### src/rtl/jpeg_dec_pkg.sv
// rtl/jpeg_dec_pkg.sv - shared constants, types and amplitude extension for the JPEG RLE decoder
package jpeg_dec_pkg;

    localparam int COEF_WIDTH = 12;
    localparam int AMP_WIDTH  = 11;
    localparam int BLK_LAST   = 63;

    localparam logic [2:0] S_DC   = 3'd0;
    localparam logic [2:0] S_AC   = 3'd1;
    localparam logic [2:0] S_ZERO = 3'd2;
    localparam logic [2:0] S_VAL  = 3'd3;
    localparam logic [2:0] S_FILL = 3'd4;

    localparam logic [3:0] EOB_RUN     = 4'd0;
    localparam logic [3:0] EOB_SIZE    = 4'd0;
    localparam logic [3:0] ZRL_RUN     = 4'd15;
    localparam logic [3:0] ZRL_SIZE    = 4'd0;
    localparam logic [3:0] DC_SIZE_MAX = 4'd11;
    localparam logic [3:0] AC_SIZE_MAX = 4'd10;

    typedef logic signed [COEF_WIDTH-1:0] coef_t;

    // A clear top amplitude bit marks a negative value stored as its ones' complement.
    function automatic coef_t amp_extend(input logic [3:0] size, input logic [AMP_WIDTH-1:0] amp);
        logic [COEF_WIDTH-1:0] mask;
        logic [COEF_WIDTH-1:0] bits;
        if (size == 4'd0 || size > 4'(AMP_WIDTH)) return '0;
        mask = (COEF_WIDTH'(1) << size) - COEF_WIDTH'(1);
        bits = COEF_WIDTH'(amp) & mask;
        if (bits[size - 4'd1]) return coef_t'(bits);
        return coef_t'(bits - mask);
    endfunction

endpackage

### src/rtl/jpeg_amp_extend.sv
// rtl/jpeg_amp_extend.sv - combinational size/amplitude to signed coefficient conversion
module jpeg_amp_extend
    import jpeg_dec_pkg::*;
#(
    parameter int COEF_W = COEF_WIDTH,
    parameter int AMP_W  = AMP_WIDTH
) (
    input  logic [3:0]              i_size,
    input  logic [AMP_W-1:0]        i_amp,
    output logic signed [COEF_W-1:0] o_value
);

    assign o_value = COEF_W'(amp_extend(i_size, AMP_WIDTH'(i_amp)));

endmodule

### src/rtl/jpeg_rle_decoder.sv
// rtl/jpeg_rle_decoder.sv - expands Huffman symbol tokens into 64 zigzag coefficients per block
module jpeg_rle_decoder
    import jpeg_dec_pkg::*;
#(
    parameter int COEF_W = COEF_WIDTH,
    parameter int AMP_W  = AMP_WIDTH
) (
    input  logic                     clk,
    input  logic                     rst_n,
    input  logic                     in_valid,
    output logic                     in_ready,
    input  logic [3:0]               in_run,
    input  logic [3:0]               in_size,
    input  logic [AMP_W-1:0]         in_amp,
    input  logic                     clear_pred,
    output logic                     out_valid,
    input  logic                     out_ready,
    output logic signed [COEF_W-1:0] out_coef,
    output logic [5:0]               out_idx,
    output logic                     out_last,
    output logic                     err
);

    logic [2:0]               r_state;
    logic signed [COEF_W-1:0] r_pred;
    logic signed [COEF_W-1:0] r_coef;
    logic signed [COEF_W-1:0] r_val;
    logic [5:0]               r_idx;
    logic [3:0]               r_zcnt;
    logic                     r_have_val;
    logic                     r_err;

    logic signed [COEF_W-1:0] w_ext;
    logic signed [COEF_W-1:0] w_amp_val;
    logic signed [COEF_W-1:0] w_dc_val;
    logic                     w_size_bad;
    logic                     w_is_eob;
    logic                     w_is_zrl;
    logic [6:0]               w_base;
    logic [6:0]               w_val_pos;

    jpeg_amp_extend #(
        .COEF_W (COEF_W),
        .AMP_W  (AMP_W)
    ) u_amp_extend (
        .i_size  (in_size),
        .i_amp   (in_amp),
        .o_value (w_ext)
    );

    assign in_ready   = (r_state == S_DC) || (r_state == S_AC);
    assign out_valid  = (r_state == S_ZERO) || (r_state == S_VAL) || (r_state == S_FILL);
    assign out_coef   = r_coef;
    assign out_idx    = r_idx;
    assign out_last   = (r_idx == 6'(BLK_LAST));
    assign err        = r_err;

    assign w_size_bad = (r_state == S_DC) ? (in_size > DC_SIZE_MAX) : (in_size > AC_SIZE_MAX);
    assign w_amp_val  = w_size_bad ? '0 : w_ext;
    assign w_dc_val   = w_amp_val + (clear_pred ? '0 : r_pred);
    assign w_is_eob   = (in_run == EOB_RUN) && (in_size == EOB_SIZE);
    assign w_is_zrl   = (in_run == ZRL_RUN) && (in_size == ZRL_SIZE);
    // Index of the first coefficient a new AC token emits, and of its last (value or 16th ZRL zero).
    assign w_base     = {1'b0, r_idx} + 7'd1;
    assign w_val_pos  = w_base + {3'b000, in_run};

    always_ff @(posedge clk or negedge rst_n) begin
        if (!rst_n) begin
            r_state    <= S_DC;
            r_pred     <= '0;
            r_coef     <= '0;
            r_val      <= '0;
            r_idx      <= '0;
            r_zcnt     <= '0;
            r_have_val <= 1'b0;
            r_err      <= 1'b0;
        end else begin
            if (clear_pred) r_pred <= '0;
            case (r_state)
                S_DC: begin
                    if (in_valid) begin
                        r_pred  <= w_dc_val;
                        r_coef  <= w_dc_val;
                        r_idx   <= '0;
                        r_state <= S_VAL;
                        if (w_size_bad) r_err <= 1'b1;
                    end
                end
                S_AC: begin
                    if (in_valid) begin
                        if (w_size_bad) r_err <= 1'b1;
                        r_idx  <= w_base[5:0];
                        r_coef <= '0;
                        if (w_is_eob) begin
                            r_state <= S_FILL;
                        end else if (w_val_pos > 7'(BLK_LAST)) begin
                            r_err   <= 1'b1;
                            r_state <= S_FILL;
                        end else if (in_run == 4'd0) begin
                            r_coef  <= w_amp_val;
                            r_state <= S_VAL;
                        end else begin
                            r_zcnt     <= w_is_zrl ? in_run : in_run - 4'd1;
                            r_val      <= w_amp_val;
                            r_have_val <= !w_is_zrl;
                            r_state    <= S_ZERO;
                        end
                    end
                end
                S_ZERO, S_VAL, S_FILL: begin
                    if (out_ready) begin
                        if (out_last) begin
                            r_state <= S_DC;
                            r_idx   <= '0;
                            r_coef  <= '0;
                        end else if (r_state == S_ZERO) begin
                            if (r_zcnt != 4'd0) begin
                                r_idx  <= r_idx + 6'd1;
                                r_zcnt <= r_zcnt - 4'd1;
                            end else if (r_have_val) begin
                                r_idx   <= r_idx + 6'd1;
                                r_coef  <= r_val;
                                r_state <= S_VAL;
                            end else begin
                                r_state <= S_AC;
                            end
                        end else if (r_state == S_VAL) begin
                            r_state <= S_AC;
                        end else begin
                            r_idx <= r_idx + 6'd1;
                        end
                    end
                end
                default: r_state <= S_DC;
            endcase
        end
    end

endmodule

### config.mk
export PLATFORM = sky130hd
export DESIGN_NAME = jpeg_rle_decoder
export DESIGN_NICKNAME = d
export VERILOG_FILES = /design/src/rtl/jpeg_dec_pkg.sv /design/src/rtl/jpeg_amp_extend.sv /design/src/rtl/jpeg_rle_decoder.sv
export SDC_FILE = /design/constraint.sdc
export NUM_CORES = 1
export LEC_CHECK = 0
export BUFFER_PORTS_ARGS = -buffer_cell sky130_fd_sc_hd__buf_2
export CAP_MARGIN = 20
export CORE_MARGIN = 10
export CORE_UTILIZATION = 50
export CTS_BUF_LIST = sky130_fd_sc_hd__clkbuf_16
export DETAILED_ROUTE_END_ITERATION = 7
export GPL_ROUTABILITY_DRIVEN = 0
export GPL_TIMING_DRIVEN = 0
export PLACE_DENSITY = 0.69
export SYNTH_ARGS = -nofsm -noshare
export SYNTH_HDL_FRONTEND = slang
export SYNTH_HIERARCHICAL = 1
export SYNTH_SLANG_ARGS = --single-unit
### constraint.sdc
create_clock -name clk -period 4.34 [get_ports clk]
set_input_delay 0 -clock clk [delete_from_list [all_inputs] [get_ports clk]]
set_output_delay 0 -clock clk [all_outputs]
set_load 0.02 [all_outputs]
Word-level counts from Yosys, hierarchy flattened
Index checks and enable logic that the tools add are counted.
Widths: inputs -> output; s select.
Cells by class
  add/sub/neg operators: 9
  $mul: 0
  divide/modulo/power cells: 0
  order comparisons: 4
  eq/ne operators: 22
  shift operators: 1
  muxes and demuxes: 62
  bitwise operators: 4
  reductions and logical operators: 21
Operators by type and width (number)
  $mux 12: 18
  $mux 6: 8
  $mux 4: 9
  $pmux 12 s3: 1
  $mux 3: 9
  $ne 2x2->1 const B: 9
  $pmux 6 s3: 1
  $add 12x12->12: 1
  $and 11x12->12: 1
  $ne 4x4->1 const B: 3
  $shl 1x4->12 const A: 1
  $sub 12x12->12: 1
  $sub 12x2->12 const B: 1
  $sub 4x1->4 const B: 3
  $mux 1: 11
  $reduce_and 5->1: 2
  $ne 3x3->1 const B: 3
  $pmux 3 s3: 1
  $reduce_and 9->1: 1
  $gt 4x4->1 const B: 2
  $logic_not 4->1: 2
  $pmux 4 s2: 1
  $add 6x1->7 const B: 1
  $add 7x4->7: 1
  24 further kinds: 32
Storage, ports and cells
  register bits: 51
  bits in latches: 0
  bits in writable memories: 0
  bits in read-only memories: 0
  bits of input ports: 24
  output and inout port bits: 22
  logic and storage cells: 131
  memories kept: 0

Longest topological paths before layout
Gate-level depths: netlist of run 1.
  word-level depth: 15
  gate-level depth with buffers: 26
  depth with buffers taken out: 21

Hierarchy
The synthesis of run 1 kept the hierarchy.
By module, submodules not included
  jpeg_rle_decoder: times used 1, cells each 366, area each 3480.8 um^2, sequential area each 1276.2 um^2
  jpeg_amp_extend: times used 1, cells each 167, area each 1111.1 um^2, sequential area each 0.0 um^2

Least setup slack after synthesis of run 1
Ideal clock, no wire load.
  path type: in2reg
  start: input in_size[0]
  end: register r_pred[10]
  library setup time: 0.125 ns
  arrival: 4.808 ns
  required time: 4.215 ns
  slack: -0.593 ns
  stages on the path: 25
  buffers on the path: 5
  path through: clkbuf_1 inv_1 ha_1 buf_6 or3b_1 ha_1 clkbuf_1 nor4b_1 a31oi_1 o22ai_1 a31oi_1 a211oi_1 nor2_1 buf_2 buf_2 xnor2_1 nor2_1 and2_1 ha_1 fa_1 a21oi_1 o211ai_1 a221oi_1 xnor2_1 mux2_2
Between the ends
  longest elaborated chain between the ends: 13
  elaborated cells between the ends (all ways): 22
  classes of those cells: add/sub: 4; order compare: 2; shift: 1; mux: 12; bitwise: 1; reduce/logical: 2
Ends and longest elaborated chain
  start, declared: line jpeg_rle_decoder.sv:13  | input logic [3:0] in_size,
  $shl 1x4->12: line jpeg_dec_pkg.sv:28  | mask = (COEF_WIDTH'(1) << size) - COEF_WIDTH'(1);
  $sub 12x2->12: line jpeg_dec_pkg.sv:28
  $and 11x12->12: line jpeg_dec_pkg.sv:29  | bits = COEF_WIDTH'(amp) & mask;
  $bmux 1 s4: line jpeg_dec_pkg.sv:30  | if (bits[size - 4'd1]) return coef_t'(bits);
  $mux 1 (not written as such): line jpeg_dec_pkg.sv:30
  $mux 1: line jpeg_dec_pkg.sv:30
  $mux 1: line jpeg_dec_pkg.sv:28
  $mux 12: line jpeg_dec_pkg.sv:31  | return coef_t'(bits - mask);
  $mux 12 (*): line jpeg_dec_pkg.sv:28
  net w_ext[0]: line jpeg_rle_decoder.sv:33  | logic signed [COEF_W-1:0] w_ext;
  $mux 12 (*): line jpeg_rle_decoder.sv:59  | assign w_amp_val = w_size_bad ? '0 : w_ext;
  net w_amp_val[0]: line jpeg_rle_decoder.sv:34  | logic signed [COEF_W-1:0] w_amp_val;
  $add 12x12->12 (*): line jpeg_rle_decoder.sv:60  | assign w_dc_val = w_amp_val + (clear_pred ? '0 : r_pred);
  $mux 12 (*): line jpeg_rle_decoder.sv:81  | if (in_valid) begin
  $mux 12 (*): line jpeg_rle_decoder.sv:79  | case (r_state)
  end signal, assigned: line jpeg_rle_decoder.sv:82  | r_pred <= w_dc_val;
  end, declared: line jpeg_rle_decoder.sv:25  | logic signed [COEF_W-1:0] r_pred;
The timed path passes the listed nets; every way through them passes the cells marked *. The select of a mux whose other input is x is not followed.
A chain may end at the register's enable or synchronous reset.

Worst setup path in the final report of run 1
  start: input in_size[0]
  end: register r_pred[11]
The elaborated chain is that of the path after synthesis.

==> out/qor.log, run 1 <==
INFO  clocking       cts_sinks=51
INFO  synthesis      post_synth.cell_area_avg=8.62squm
INFO  power          p_sw_frac=0.427
INFO  routing        post_detailed_routing_wire_length=13500um
INFO  worst_setup_path worstSetupEndpointType=flop
INFO  routing        via_density=6.18
INFO  floorplan      core_region_area=8850squm
INFO  outcome        violations=negative setup slack
INFO  routing        drt_pre_antenna_iters=5
INFO  timing         final_cycle_share=1.01
INFO  power          static-leakage-power=2.53nW
INFO  hold_path      min_delay_worst_endpoint=out_coef[11]$_DFFE_PN0P_
INFO  synthesis      synth_warnings=6
INFO  floorplan      initial_utilization=0.519
INFO  finish         layout.cells.non_filler=727
INFO  placement      post-place-cells=687
INFO  floorplan      die_area=13400squm
INFO  timing         peak_clock_frequency_supported_by_timing=0.229GHz
INFO  clocking       worst_skew_pair.late_latency=0.30ns
INFO  floorplan      chipWidth=116um
INFO  finish         final_cell_area=5780squm
INFO  power          switching_component_of_the_power=1.16mW
INFO  worst_setup_path arrival=4.55ns
INFO  placement      dp.final_hpwl=9620um
INFO  worst_setup_path critPathKind=input pin to flop
INFO  global_routing grt_util_met2=0.327
INFO  timing         maxSlewViolCount=0
INFO  synthesis      synth_edf_count=0
INFO  placement      area_after_detailed_placement=5160squm
INFO  finish         post_route_utilization=0.653
INFO  timing         rsz0062_at_grt=true
INFO  finish         layout_commonest_cell=sky130_fd_sc_hd__nor2_1
INFO  global_routing globalRoute.totalOverflow=0
INFO  floorplan      floorplan.io_pins=46
INFO  timing         finalCriticalPeriod=4.37ns
INFO  power          pwr_density_cell=470nW/um^2
INFO  routing        ant_nets=0
INFO  global_routing global_route.usage.met1=0.252
INFO  clocking       cts.path.max_buffers=2
INFO  synthesis      ys_seq_elements=51
INFO  finish         drive_gt1_frac=0.291
INFO  worst_setup_path worstSetupStartpointType=input pin
INFO  hold_path      worst_hold_path_type=input pin to flop
INFO  routing        initialDrtViolationCount=277
INFO  clocking       cts_tree=built
INFO  timing         hold_viol_final=0
INFO  routing        via_total_after_detailed_routing=4494
INFO  power          power_report.internal_total=1.56mW
INFO  worst_setup_path worstReg2RegStart=r_state[0]$_DFFE_PN0P_
INFO  timing         measured_slew_at_the_worst_slew_check_pin=0.743ns
INFO  synthesis      postSynthNetCount=585
INFO  routing        remaining_drc_errors=0
INFO  hold_path      launch_point_of_the_worst_hold_path=clear_pred
INFO  power          comb_power_share=0.549
INFO  timing         setup_violations=4
INFO  timing         timing.max_slew.rel_slack=0.501
INFO  global_routing use_met3=0.0264
INFO  outcome        run_status=complete, but fails checks
INFO  global_routing grtUsageTotal=0.193
INFO  finish         most-common-layout-cells=sky130_fd_sc_hd__nor2_1, sky130_fd_sc_hd__dfrtp_1, sky130_fd_sc_hd__buf_2
INFO  floorplan      die_h=116um
INFO  clocking       h_tree_lvl_count=2
INFO  power          power.clock.fraction=0.171
INFO  timing         fin_worst_skew=0.0156ns
INFO  global_routing vias_in_the_first_global_route=4225
INFO  worst_setup_path worstReg2RegEnd=r_pred[10]$_DFF_PN0_
INFO  synthesis      synthArstFlopShare=1.00
INFO  global_routing grt-busiest-layer=met2
INFO  routing        detail_route.wl_per_cell=18.5um
INFO  synthesis      synth_area=4590squm
INFO  clocking       cts_root_buffer=sky130_fd_sc_hd__clkbuf_16
INFO  clocking       cts.reportedPaths.clkPinSlew=0.08ns
INFO  global_routing grt_max_degree=36
INFO  synthesis      synth_cell_type_count=76
INFO  job            max-cap-violations=0
INFO  power          totalPowerFinal=2.72mW
INFO  synthesis      synth_cells=533
INFO  synthesis      seq_area_frac_synth=0.278
INFO  power          worst_ir_drop_vdd=248uV
INFO  timing         smallest_hold_slack=0.0793ns
INFO  worst_setup_path cp.required=4.52ns
INFO  global_routing antenna_found_initial=0
INFO  worst_setup_path crit_path_max_fanout=8
INFO  hold_path      min_delay_path_depth=4
INFO  finish         diodes=0
INFO  placement      io_buffers=45
INFO  floorplan      floorplan.rows=34
INFO  global_routing grt_pass1_wl=21300um
INFO  synthesis      yosys_most_used_dff=sky130_fd_sc_hd__dfrtp_1
INFO  power          seq_power_share=0.280
INFO  worst_setup_path reg2reg_setup_slack=0.81ns
INFO  timing         final.setup.worst_slack=-0.0284ns
INFO  finish         finish.net_count=670
INFO  finish         area.growth.synth_to_final=25.9%
INFO  worst_setup_path reg2reg_depth=13
INFO  clocking       cts-buffers-inserted=5
==> registers in the layout, summed over array words and instances (netlist names) <==
| name | count |
|---|---|
| r_val | 12 |
| r_pred | 12 |
| r_state | 3 |
| err | 1 |
| out_coef | 12 |
| r_zcnt | 4 |
| out_idx | 6 |
| r_have_val | 1 |
==> cell families after synthesis <==
family / synth area share
multiplexers: 0.0779
buffers and inverters: 0.0452
flip-flops: 0.278
AO/OA/AOI/OAI: 0.222
adder cells (fa/ha/maj): 0.0796
AND/OR/NAND/NOR: 0.250
XOR/XNOR: 0.0477
==> power by group through the flow <==
stage | clock network [mW] | registers [mW] | logic [mW]
detailed placement | 0 | 0.770 | 1.37
global route | 0.485 | 0.785 | 1.65
finish | 0.464 | 0.761 | 1.49
floorplan | 0 | 0.833 | 0.936
CTS | 0.466 | 0.761 | 1.42
global placement | 0 | 0.760 | 1.34
==> metal layers <==
metal  vias up  share of wire
met3        27          0.053
met4         0          0.017
li1       2134              -
met5         -              0
met1      2173           0.44
met2       160           0.49
==> how the worst max path moves through the flow <==
stage                     startpoint                  endpoint  slack (ns)  cells after the start
after floorplan           in_size[0]      r_pred[10]$_DFF_PN0_      0.0003                     25
after global placement    in_size[0]      r_pred[11]$_DFF_PN0_       -0.78                     24
after detailed placement  in_size[0]      r_pred[10]$_DFF_PN0_       -0.80                     26
after CTS                 in_size[1]      r_pred[10]$_DFF_PN0_       0.009                     22
after global routing      in_size[0]  out_coef[10]$_DFFE_PN0P_       -0.25                     27
final                     in_size[0]      r_pred[11]$_DFF_PN0_       -0.03                     22
==> synth_stat cells (all sizes together), types with 3 or more instances <==
cell / count / share of area
a2bb2oi: 3 / 0.0071
nor3: 20 / 0.024
nor3b: 6 / 0.0098
clkbuf: 14 / 0.011
a21oi: 22 / 0.024
a221oi: 12 / 0.027
a31oi: 11 / 0.015
mux2i: 5 / 0.011
dfrtp: 51 / 0.28
nor4: 5 / 0.011
or3: 4 / 0.0076
or3b: 4 / 0.0076
a21o: 10 / 0.016
nor2: 58 / 0.048
buf: 12 / 0.018
o211ai: 14 / 0.023
nand2: 38 / 0.031
nor4b: 7 / 0.013
ha: 26 / 0.071
nand2b: 11 / 0.015
o31ai: 3 / 0.0049
o22a: 3 / 0.0057
mux2: 25 / 0.067
xnor2: 17 / 0.032
nor2b: 18 / 0.025
a211oi: 12 / 0.022
o22ai: 4 / 0.0054
o21ai: 26 / 0.028
inv: 19 / 0.016
xor2: 8 / 0.015
and2: 15 / 0.020
o21bai: 3 / 0.0049
nand3: 13 / 0.015
==> repair_timing <==
action	in CTS	in global routing
endpoints found under the hold margin	16	0
setup endpoints to repair	17	16
hold buffers	1	0
setup buffers	12	20
pin swaps	20	24
resized for setup	20	30
==> final cells by class <==
| class | count | area [sq um] |
|---|---|---|
| Buffer | 25 | 183 |
| Clock buffer | 5 | 125 |
| Clock inverter | 3 | 42.5 |
| Fill cell | 731 | 3070 |
| Inverter | 19 | 88.8 |
| Multi-Input combinational cell | 437 | 3410 |
| Sequential cell | 51 | 1280 |
| Tap cell | 108 | 135 |
| Timing Repair Buffer | 79 | 523 |
==> worst max-delay path, stage by stage <==
cell	delay, ns
sky130_fd_sc_hd__buf_12	0.11
sky130_fd_sc_hd__clkbuf_16	0.16
sky130_fd_sc_hd__clkinv_8	0.05
sky130_fd_sc_hd__ha_4	0.14
sky130_fd_sc_hd__buf_6	0.09
sky130_fd_sc_hd__or3b_4	0.39
sky130_fd_sc_hd__ha_4	0.20
sky130_fd_sc_hd__buf_4	0.14
sky130_fd_sc_hd__o21ai_1	0.23
sky130_fd_sc_hd__a21oi_1	0.20
sky130_fd_sc_hd__or3_4	0.44
sky130_fd_sc_hd__nor4b_4	0.34
sky130_fd_sc_hd__nand2_1	0.09
sky130_fd_sc_hd__mux2_2	0.27
sky130_fd_sc_hd__a21oi_1	0.22
sky130_fd_sc_hd__and2_1	0.24
sky130_fd_sc_hd__ha_1	0.33
sky130_fd_sc_hd__a21o_1	0.23
sky130_fd_sc_hd__and3_1	0.19
sky130_fd_sc_hd__a211oi_2	0.20
sky130_fd_sc_hd__a21oi_1	0.12
sky130_fd_sc_hd__xor2_1	0.16
==> stage by stage <==
stage | setup WS [ns] | TNS [ns]
2_1_floorplan | 0.000316 | 0
3_3_place_gp | -0.776 | -9.91
3_5_place_dp | -0.797 | -10.55
4_1_cts | 0.00888 | 0
5_1_grt | -0.246 | -1.74
6_report | -0.0284 | -0.0482
No activity file was read; power rests on OpenSTA's default activity.
==> run 2: changes to the inputs <==
Settings changed: CELL_PAD_IN_SITES_DETAIL_PLACEMENT set to 1, CELL_PAD_IN_SITES_GLOBAL_PLACEMENT set to 1, CORE_UTILIZATION 50 to 49, PLACE_DENSITY 0.69 to not set, PLACE_DENSITY_LB_ADDON set to 0.1.
==> out/qor.log, run 2 (synthesis gave the netlist of run 1 again) <==
INFO  outcome        run_status=complete, but fails checks
INFO  outcome        violations=negative setup slack
INFO  routing        post_detailed_routing_wire_length=19300um
INFO  worst_setup_path critPathKind=input pin to flop
INFO  clocking       worst_skew_pair.late_latency=0.31ns
INFO  timing         final_cycle_share=1.06
INFO  routing        detail_route.wl_per_cell=26.3um
INFO  global_routing vias_in_the_first_global_route=4978
INFO  worst_setup_path worstSetupEndpointType=flop
INFO  placement      area_after_detailed_placement=5170squm
INFO  timing         peak_clock_frequency_supported_by_timing=0.218GHz
INFO  floorplan      floorplan.rows=35
INFO  placement      dp.final_hpwl=11300um
INFO  timing         hold_viol_final=0
INFO  worst_setup_path cp.required=4.56ns
INFO  global_routing global_route.usage.met1=0.286
INFO  timing         finalCriticalPeriod=4.59ns
INFO  routing        initialDrtViolationCount=418
INFO  finish         drive_gt1_frac=0.342
INFO  floorplan      die_h=117um
INFO  routing        drt_pre_antenna_iters=5
INFO  floorplan      floorplan.io_pins=46
INFO  finish         finish.net_count=674
INFO  clocking       cts_tree=built
INFO  finish         final_cell_area=5990squm
INFO  clocking       cts.reportedPaths.clkPinSlew=0.08ns
INFO  power          pwr_density_cell=497nW/um^2
INFO  floorplan      die_area=13600squm
INFO  global_routing grt_max_degree=33
INFO  clocking       cts_sinks=51
INFO  timing         maxSlewViolCount=0
INFO  routing        via_total_after_detailed_routing=4929
INFO  global_routing antenna_found_initial=0
INFO  global_routing grtUsageTotal=0.238
INFO  finish         most-common-layout-cells=sky130_fd_sc_hd__nor2_1, sky130_fd_sc_hd__dfrtp_1, sky130_fd_sc_hd__buf_2
INFO  power          worst_ir_drop_vdd=287uV
INFO  finish         diodes=0
INFO  timing         measured_slew_at_the_worst_slew_check_pin=0.971ns
INFO  worst_setup_path crit_path_max_fanout=8
INFO  job            max-cap-violations=0
INFO  clocking       cts-buffers-inserted=5
INFO  placement      io_buffers=45
INFO  finish         area.growth.synth_to_final=30.5%
INFO  routing        ant_nets=0
INFO  clocking       cts_root_buffer=sky130_fd_sc_hd__clkbuf_16
INFO  floorplan      chipWidth=117um
INFO  floorplan      initial_utilization=0.499
INFO  global_routing globalRoute.totalOverflow=0
INFO  clocking       h_tree_lvl_count=2
INFO  power          static-leakage-power=2.59nW
INFO  timing         setup_violations=11
INFO  global_routing grt-busiest-layer=met2
INFO  clocking       cts.path.max_buffers=2
INFO  finish         post_route_utilization=0.652
INFO  global_routing grt_util_met2=0.432
INFO  finish         layout_commonest_cell=sky130_fd_sc_hd__nor2_1
INFO  timing         timing.max_slew.rel_slack=0.352
INFO  floorplan      core_region_area=9200squm
INFO  hold_path      worst_hold_path_type=input pin to flop
INFO  timing         rsz0062_at_grt=true
INFO  worst_setup_path arrival=4.81ns
INFO  timing         fin_worst_skew=0.0147ns
INFO  routing        remaining_drc_errors=0
INFO  routing        via_density=6.72
INFO  global_routing use_met3=0.0311
INFO  worst_setup_path worstSetupStartpointType=input pin
INFO  timing         final.setup.worst_slack=-0.252ns
INFO  global_routing grt_pass1_wl=26000um
==> run 2: repair_timing <==
action | in CTS | in global routing
hold buffers | 1 | 0
setup endpoints to repair | 18 | 16
buffers inserted | 16 | 20
hold endpoints to repair | 31 | 0
resized for setup | 41 | 50
pin swaps | 24 | 39
==> run 2: layout make-up <==
class	count	area (sq um)
fillers	1059	3200
clock buffers	5	125
plain buffers	25	194
repair buffers	83	552
clock inverters	3	46.3
well taps	111	139
inverters	19	88.8
multi-input cells	437	3570
flip-flops and latches	51	1280
==> run 2: layer usage <==
metal,up-vias,share of wire
li1,2132,-
met1,2478,0.39
met3,78,0.059
met5,-,0
met2,241,0.50
met4,0,0.049
==> run 2: final timing paths <==
kind,end,cells past startpoint,start,slack (ns)
worst max register to register,out_coef[11]$_DFFE_PN0P_,13,r_state[0]$_DFFE_PN0P_,0.39
worst max-delay path,out_coef[11]$_DFFE_PN0P_,22,in_size[1],-0.25
max in group asynchronous,r_pred[4]$_DFF_PN0_,3,rst_n,3.37
min in group asynchronous,r_zcnt[3]$_DFFE_PN0P_,2,rst_n,0.34
worst min-delay path,r_pred[11]$_DFF_PN0_,3,clear_pred,0.18
worst min register to register,out_coef[5]$_DFFE_PN0P_,2,out_coef[5]$_DFFE_PN0P_,0.50
==> run 2: per-stage QoR <==
stage	total power, mW	worst slack (ns)	setup TNS [ns]	instances	hold slack (ns)
finish	2.98	-0.252	-1.48	734	0.178
global route	3.13	-0.378	-3.06	734	0.184
CTS	2.76	0.00735	0	715	0.133
detailed placement	2.20	-0.965	-13.26	690	0.142
global placement	2.11	-0.756	-9.64	689	0.295
floorplan	1.77	0.000316	0	533	-0.296
==> run 2: where the power goes <==
group	leakage, nW	switching, mW	internal [mW]
logic	1.87	1.04	0.670
clock network	0.0804	0.204	0.275
registers	0.641	0.125	0.657
==> run 2: critical path, cell delays in order <==
cell and delay (ns):
sky130_fd_sc_hd__buf_2 0.16, sky130_fd_sc_hd__inv_2 0.13, sky130_fd_sc_hd__ha_4 0.17, sky130_fd_sc_hd__buf_6 0.10, sky130_fd_sc_hd__or3b_4 0.40, sky130_fd_sc_hd__ha_4 0.21, sky130_fd_sc_hd__nor2b_1 0.17, sky130_fd_sc_hd__o21ai_2 0.22
sky130_fd_sc_hd__buf_4 0.16, sky130_fd_sc_hd__a21oi_2 0.07, sky130_fd_sc_hd__or3_4 0.43, sky130_fd_sc_hd__nor4b_4 0.36, sky130_fd_sc_hd__nand2_1 0.09, sky130_fd_sc_hd__mux2_2 0.28, sky130_fd_sc_hd__a21oi_2 0.18, sky130_fd_sc_hd__and2_4 0.20
sky130_fd_sc_hd__ha_1 0.32, sky130_fd_sc_hd__a21o_1 0.23, sky130_fd_sc_hd__nor3_1 0.32, sky130_fd_sc_hd__mux2i_2 0.18, sky130_fd_sc_hd__a21o_1 0.22, sky130_fd_sc_hd__a31oi_1 0.18
==> run 3: changes to the inputs <==
Settings changed: CORE_UTILIZATION 49 to 45, REMOVE_ABC_BUFFERS set to 1.
==> out/qor.log, run 3 (synthesis gave the netlist of run 1 again) <==
INFO  finish         diodes=0
INFO  routing        drt_pre_antenna_iters=4
INFO  power          p_sw_frac=0.438
INFO  routing        initialDrtViolationCount=287
INFO  routing        via_density=6.07
INFO  power          static-leakage-power=2.46nW
INFO  finish         most-common-layout-cells=sky130_fd_sc_hd__nor2_1, sky130_fd_sc_hd__dfrtp_1, sky130_fd_sc_hd__buf_2
INFO  timing         fin_tns_setup=0ns
INFO  outcome        run_status=finished clean
INFO  finish         layout_commonest_cell=sky130_fd_sc_hd__nor2_1
INFO  timing         final.setup.worst_slack=0.0147ns
INFO  floorplan      floorplan.io_pins=46
INFO  floorplan      initial_utilization=0.465
INFO  power          power_report.internal_total=1.55mW
INFO  floorplan      die_area=14600squm
INFO  routing        post_detailed_routing_wire_length=15300um
INFO  finish         area.growth.synth_to_final=25.8%
INFO  power          comb_power_share=0.551
INFO  placement      io_buffers=45
INFO  clocking       cts.reportedPaths.clkPinSlew=0.07ns
INFO  timing         setup_violations=0
INFO  floorplan      die_h=121um
INFO  worst_setup_path critical_path_cell_list=buf_6 -> inv_4 -> ha_4 -> or3b_4 -> ha_4 -> nor2b_1 -> o21ai_2 -> nand2_2 -> a41oi_4 -> a31oi_4 -> nor2_4 -> clkbuf_16 -> mux2_2 -> a21oi_1 -> and2_1 -> ha_1 -> and2_1 -> and3_1 -> a221oi_4 -> xnor2_2 -> mux2_2
INFO  placement      dp.final_hpwl=10100um
INFO  global_routing antenna_found_initial=0
INFO  worst_setup_path critical-path-max-stage-delay=0.39ns
INFO  job            max-cap-violations=0
INFO  placement      post-place-cells=688
INFO  worst_setup_path crit_path_max_fanout=18
INFO  global_routing vias_in_the_first_global_route=4577
INFO  timing         maxSlewViolCount=0
INFO  global_routing grtUsageTotal=0.193
INFO  timing         finalCriticalPeriod=4.33ns
INFO  clocking       cts_sinks=51
INFO  worst_setup_path cp.required=4.53ns
INFO  finish         layout.cells.non_filler=724
INFO  worst_setup_path critPathKind=input pin to flop
INFO  global_routing grt_max_degree=40
INFO  timing         fin_worst_skew=0.0117ns
INFO  clocking       cts_root_buffer=sky130_fd_sc_hd__clkbuf_16
INFO  routing        via_total_after_detailed_routing=4394
INFO  timing         peak_clock_frequency_supported_by_timing=0.231GHz
INFO  worst_setup_path worstReg2RegStart=r_state[2]$_DFFE_PN0P_
INFO  clocking       cts.path.max_buffers=2
INFO  timing         smallest_hold_slack=0.148ns
INFO  power          pwr_density_cell=479nW/um^2
INFO  worst_setup_path worstReg2RegEnd=r_pred[10]$_DFF_PN0_
INFO  finish         finish.net_count=643
INFO  clocking       cts-buffers-inserted=5
INFO  clocking       h_tree_lvl_count=2
INFO  routing        detail_route.wl_per_cell=21.1um
INFO  power          worst_ir_drop_vdd=241uV
INFO  power          seq_power_share=0.285
INFO  timing         final_cycle_share=0.997
INFO  finish         post_route_utilization=0.586
INFO  worst_setup_path critPathSlowestCell=sky130_fd_sc_hd__or3b_4
INFO  finish         final_cell_area=5780squm
INFO  global_routing globalRoute.totalOverflow=0
INFO  worst_setup_path arrival=4.51ns
INFO  finish         drive_gt1_frac=0.315
INFO  hold_path      worst_hold_path_type=input pin to async pin
INFO  placement      place_worst_setup_slack=-1.85ns
INFO  power          power.clock.fraction=0.164
INFO  placement      area_after_detailed_placement=4890squm
INFO  routing        ant_nets=0
INFO  global_routing grt_pass1_wl=23600um
INFO  floorplan      floorplan.rows=36
INFO  worst_setup_path worstSetupStartpointType=input pin
INFO  floorplan      core_region_area=9860squm
INFO  worst_setup_path reg2reg_setup_slack=0.99ns
INFO  timing         hold_viol_final=0
INFO  clocking       cts_tree=built
INFO  floorplan      chipWidth=121um
INFO  timing         timing.max_slew.rel_slack=0.277
INFO  worst_setup_path timing_startpoint_of_the_critical_path=in_size[0]
INFO  routing        remaining_drc_errors=0
INFO  power          switching_component_of_the_power=1.21mW
INFO  worst_setup_path reg2reg_depth=13
INFO  worst_setup_path worstSetupEndpointType=flop
INFO  clocking       worst_skew_pair.late_latency=0.30ns
INFO  timing         measured_slew_at_the_worst_slew_check_pin=1.08ns
INFO  power          totalPowerFinal=2.77mW
run 3: per-layer routing:
layer  GRT usage  vias to the layer above  part of all wire
li1            -                     2069                 -
met1       0.245                     2209              0.44
met2       0.336                       99              0.50
met3      0.0302                       17             0.045
met4      0.0377                        0             0.013
met5           0                        -                 0
run 3: cell type report:
type                       count  area, sq um
clock inverter                 2         37.5
tap                          133          166
sequential                    51         1280
inverter                      19         78.8
clock buffer                   5          125
fill                        1125         4090
multi-input combinational    437         3570
timing repair buffer          77          520
run 3: worst max path at each step:
stage | to | slack [ns]
finish | r_pred[10]$_DFF_PN0_ | 0.01
global route | out_coef[11]$_DFFE_PN0P_ | -0.21
CTS | r_pred[11]$_DFF_PN0_ | 0.02
detailed placement | r_pred[11]$_DFF_PN0_ | -1.85
global placement | out_coef[8]$_DFFE_PN0P_ | -1.93
floorplan | r_pred[10]$_DFF_PN0_ | -0.61
run 3: what timing repair did:
| item | CTS | global route |
|---|---|---|
| hold buffers | 1 | 0 |
| pin swaps | 16 | 33 |
| gates cloned | 0 | 1 |
| hold endpoints to repair | 51 | 0 |
| endpoints found under the setup margin | 25 | 13 |
| setup buffers | 17 | 9 |
| resized for setup | 40 | 64 |
run 3: power groups by stage:
stage               registers [mW]  clock network (mW)  logic (mW)
floorplan                    0.849                   0       0.856
global placement             0.780                   0        1.27
detailed placement           0.793                   0        1.32
CTS                          0.785               0.455        1.39
global route                 0.814               0.478        1.67
finish                       0.788               0.453        1.52
run 3: critical path, delay by kind of cell:
family	cells	cell delay, ns
compound gates	5	1.12
xor+xnor	1	0.11
fa+ha+maj	3	0.65
buf+inv	3	0.41
mux	2	0.58
simple gates	7	1.60
